$ cat config.mk
export PLATFORM = sky130hd
export DESIGN_NAME = xor_bank_acc
export DESIGN_NICKNAME = d
export VERILOG_FILES = /design/src/rtl/xor_bank_acc.sv
export SDC_FILE = /design/constraint.sdc
export NUM_CORES = 1
export LEC_CHECK = 0
export ABC_AREA = 1
export CORE_MARGIN = 2
export CORE_UTILIZATION = 35
export DETAILED_ROUTE_END_ITERATION = 7
export GPL_TIMING_DRIVEN = 0
export RECOVER_POWER = 50
export SETUP_SLACK_MARGIN = 0.1
export SYNTH_ARGS = -nofsm -noshare
export SYNTH_HDL_FRONTEND = slang
export SYNTH_SLANG_ARGS = --single-unit
$ cat constraint.sdc
create_clock -name clk -period 3.15 [get_ports clk]
set_input_delay 0.63 -clock clk [delete_from_list [all_inputs] [get_ports clk]]
set_output_delay 0.63 -clock clk [all_outputs]
set_load 0.005 [all_outputs]
$ cat src/rtl/xor_bank_acc.sv
// WIDTH-bit XOR/XNOR gate bank with registered outputs, reduction parity and
// a frame accumulation mode that folds beats into a running XOR checksum.
module xor_bank_acc #(
  parameter int unsigned WIDTH   = 4,
  parameter int unsigned COUNT_W = 8
) (
  input  logic               clk,
  input  logic               rst,
  input  logic               in_valid,
  input  logic               in_last,
  input  logic [1:0]         mode,
  input  logic [WIDTH-1:0]   a,
  input  logic [WIDTH-1:0]   b,
  output logic [WIDTH-1:0]   y,
  output logic               par,
  output logic               out_valid,
  output logic [COUNT_W-1:0] beats,
  output logic               abort
);

  localparam logic [1:0] MODE_XOR  = 2'b00;
  localparam logic [1:0] MODE_XNOR = 2'b01;
  localparam logic [1:0] MODE_ACC  = 2'b10;
  localparam logic [1:0] MODE_NOP  = 2'b11;
  localparam logic [COUNT_W-1:0] CNT_MAX = {COUNT_W{1'b1}};

  typedef enum logic {IDLE = 1'b0, ACC = 1'b1} state_t;

  state_t             fsm, fsm_d;
  logic [WIDTH-1:0]   acc, acc_d;
  logic [COUNT_W-1:0] cnt, cnt_d;
  logic [WIDTH-1:0]   y_d;
  logic               par_d;
  logic               out_valid_d;
  logic [COUNT_W-1:0] beats_d;
  logic               abort_d;

  logic [WIDTH-1:0]   x_c;
  logic [WIDTH-1:0]   fold_c;
  logic [COUNT_W-1:0] cnt_inc_c;

  assign x_c       = a ^ b;
  assign fold_c    = acc ^ x_c;
  assign cnt_inc_c = (cnt == CNT_MAX) ? cnt : COUNT_W'(cnt + 1'b1);

  // State and output registers; reset drops any open frame without abort
  always_ff @(posedge clk) begin
    if (rst) begin
      fsm       <= IDLE;
      acc       <= '0;
      cnt       <= '0;
      y         <= '0;
      par       <= 1'b0;
      out_valid <= 1'b0;
      beats     <= '0;
      abort     <= 1'b0;
    end else begin
      fsm       <= fsm_d;
      acc       <= acc_d;
      cnt       <= cnt_d;
      y         <= y_d;
      par       <= par_d;
      out_valid <= out_valid_d;
      beats     <= beats_d;
      abort     <= abort_d;
    end
  end

  // Next-state: accumulator, beat counter and frame state
  always_comb begin
    fsm_d = fsm;
    acc_d = acc;
    cnt_d = cnt;
    if (in_valid) begin
      case (mode)
        MODE_XOR, MODE_XNOR: begin
          fsm_d = IDLE;
          acc_d = '0;
          cnt_d = '0;
        end
        MODE_ACC: begin
          if (in_last) begin
            fsm_d = IDLE;
            acc_d = '0;
            cnt_d = '0;
          end else begin
            fsm_d = ACC;
            acc_d = fold_c;
            cnt_d = cnt_inc_c;
          end
        end
        MODE_NOP: begin
          fsm_d = fsm;
        end
        default: begin
          fsm_d = fsm;
        end
      endcase
    end
  end

  // Output next values; pulses default low, data outputs hold
  always_comb begin
    y_d         = y;
    beats_d     = beats;
    out_valid_d = 1'b0;
    abort_d     = 1'b0;
    if (in_valid) begin
      case (mode)
        MODE_XOR: begin
          y_d         = x_c;
          beats_d     = COUNT_W'(1);
          out_valid_d = 1'b1;
          abort_d     = (fsm == ACC);
        end
        MODE_XNOR: begin
          y_d         = ~x_c;
          beats_d     = COUNT_W'(1);
          out_valid_d = 1'b1;
          abort_d     = (fsm == ACC);
        end
        MODE_ACC: begin
          if (in_last) begin
            y_d         = fold_c;
            beats_d     = cnt_inc_c;
            out_valid_d = 1'b1;
          end
        end
        default: begin
          y_d = y;
        end
      endcase
    end
    par_d = ^y_d;
  end

endmodule

==> impl_results.md <==
* Status: finished, final reports clean
* Met1 WL at 1573 um
* Clock sink count at 28
* N_diodes at 0
* Seq/Total Area, Yosys at 37.46%
* DRC Markers at 0
* Clock transition at path regs at 0.10 ns
* Max IR drop VDD at 0.2911 mV
* Adder-Cell Fraction of Synth Area at 0.8361%
* DRT antenna net count at 0
* Fin crit period at about 2.3 ns
* Worst Clk Skew at 0.006354 ns
* Drt first pass iters at 4
* Core Rows at 23
* Final Total Pwr at 768.4 uW
* Initial drt markers at 64
* Metal3 WL at 139 um
* Remaining global-route overflow at 0
* Max-slew headroom at between 60% and 70%
* Kind of critical path: primary input to flip-flop
* Post-layout util at 46.99%
* MaxCap Viol Count at 0
* Worst EP arrival at 2.46 ns
* Layout cell share with drive strength beyond 1 at 4.580%
* Critical Path End Type: flip-flop
* TritonCTS Buffers at 3
* Post-CTS Setup Bufs at 0
* CTS tree: yes
* Core area at just over 4000 um^2
* Syn nets at ~250
* P_leak at 0.9145 nW
* Least-Margin Pin Slew at 0.5304 ns
* DR top layer: met4
* Gpl congestion at approximately 0.81
* Hold buffers post-CTS at 0
* Syn Std Cell Area at 1496 um^2
* Antenna violations before repair at 0
* Detailed Route WL at between 3000 and 4000 um
* Largest net degree at the start of global routing at 17
* Area growth from synthesis to layout at 27.42%
* Final hold violations at 0
* Post-cts resize count at 0
* Clock latency on the worst-skew pair at 0.28 ns
* Initial Utilization at 36.88%
* Vias in the first global route at about 1400
* Clock Tree Root: clkbuf_8
* Endpoints failing setup at 0
* Crit path max fanout at 10
* Post-synthesis mux area share at 0%
* Detailed Place HPWL at 2530 um
* RSZ-0062 raised after global routing: no
* Sum of negative setup slack at 0 ns
* Die Ht at 69.39 um
* Final hold slack at 0.4657 ns
* IO Pins at 29
* CTS H-tree depth at 1
* Area after DPL at 1839 um^2
* Met2 WL post-DR at around 1600 um
* Synth Area in XOR/XNOR at ~2.3%
* Peak Freq at 0.4381 GHz
* Deepest clock path buffer count at 2
* Routed length per instance at ~11 um
* Avg Synthesized Cell Area at 6.506 um^2
* Compound-Gate Fraction of Synth Area at 10.45%
* Number of distinct library cells after synthesis at 24
* Crit path launch type: primary input
* Die Wd at 69.39 um
* Final Cell Area at 1907 um^2
* Via count at 1413
* HP Class: flip-flop to flip-flop
* DIE AREA at 4814 um^2
* Pwr dens at 403.0 nW/um^2
* Critical path data required time at 3.33 ns
* Synth Register Bits at 28
* First-pass GRT wire length at 6003 um
* Ys Warns at 0
* Max-slew violations at 0
* Final Cycle Share at 72.46%
* Post-synthesis instance total at 230
* Largest family of logic cells by synthesized area: simple AND/OR/NAND/NOR gates
* DR vias/cell at 4.529
* Post-Synth Simple-Gate Area at 39.05%
* IO buf count at 28
* All-Layer GR Usage at between 10 and 15%
* Nets at 278
[worst paths after layout]
| path | start | to | slack (ns) | depth (start not counted) |
|---|---|---|---|---|
| max | mode[1] | par | 0.87 | 12 |
| min | beats[3] | beats[3] | 0.47 | 2 |
| max reg2reg | cnt[0] | beats[1] | 1.48 | 8 |
| min reg2reg | beats[3] | beats[3] | 0.47 | 2 |
[cells in the final DEF (no fill, tap or decap), types with 2 or more instances in the layout]
cell             count
o21ai_0              5
nand2_2              2
or2_1                2
nand3_1             28
clkdlybuf4s50_1     11
dlygate4sd3_1       17
clkbuf_1             4
inv_1               32
dfxtp_1             28
nand3b_1             2
nand2_1             81
xor2_1               4
clkbuf_8             3
a21oi_1             17
nor2_1              14
[cells in the mapped netlist]
library cell	number	area (um^2)
ha_1	1	12.51
inv_1	32	120.1
a22oi_1	1	7.510
nand2_2	3	18.77
nand3_4	1	17.52
nand2_1	80	300.3
o32ai_1	1	8.760
nor2_2	1	6.260
o21ai_0	5	25.02
nand3b_1	2	15.01
a21oi_1	17	85.08
clkbuf_1	3	11.26
or2_1	2	12.51
a21oi_4	1	16.27
o21ai_1	1	5.000
nor3_1	1	5.000
xor2_1	4	35.03
nor2_1	14	52.55
nor3_4	1	16.27
a21oi_2	1	8.760
buf_2	1	5.000
dfxtp_1	28	560.5
nand3_1	28	140.1
buf_6	1	11.26
[critical path: stages]
cell,delay (ns)
dlygate4sd3_1,0.63
a21oi_4,0.32
nand2_1,0.21
buf_6,0.20
nand2_2,0.06
nand2_1,0.05
nor2_1,0.08
nand2_1,0.05
nand2_1,0.08
nand2_1,0.05
nand2_1,0.05
nor2_1,0.04
[per-layer routing]
layer	up-vias	track usage, %
met5	-	0
met4	0	2.397
met3	2	3.488
met2	27	26.71
met1	595	18.52
li1	789	-
[flip-flops by register name, summed over array words and instances, names as in the netlist]
name       count
abort          1
out_valid      1
cnt            8
acc            4
par            1
fsm            1
beats          8
y              4
[logic make-up (layout without fill, tap and decap cells)]
logic type               count (synthesis)  count (layout)
flip-flops                              28              28
XOR/XNOR                                 4               4
AO/OA/AOI/OAI                           27              27
AND/OR/NAND/NOR                        133             133
buffers and inverters                   37              69
adder cells (fa/ha/maj)                  1               1
[layout make-up]
class | count | area [um^2]
fillers | 446 | 2151
multi-input cells | 165 | 785.8
flip-flops and latches | 28 | 560.5
repair buffers | 28 | 280.3
inverters | 32 | 120.1
well taps | 50 | 62.56
clock buffers | 3 | 41.29
clock inverters | 1 | 30.03
plain buffers | 5 | 26.28
[where the power goes]
part	switching, mW	internal, mW
sequential	0.00424	0.363
combinational	0.0635	0.0490
clock	0.118	0.170
total	0.186	0.583
[per-stage QoR]
step	setup WS (ns)	instances
after floorplan	1.506	230
after global placement	0.7063	308
final	0.8675	312
after CTS	0.9820	312
after global routing	0.6560	312
after detailed placement	0.6923	308
(Power assumes the default switching activity.)
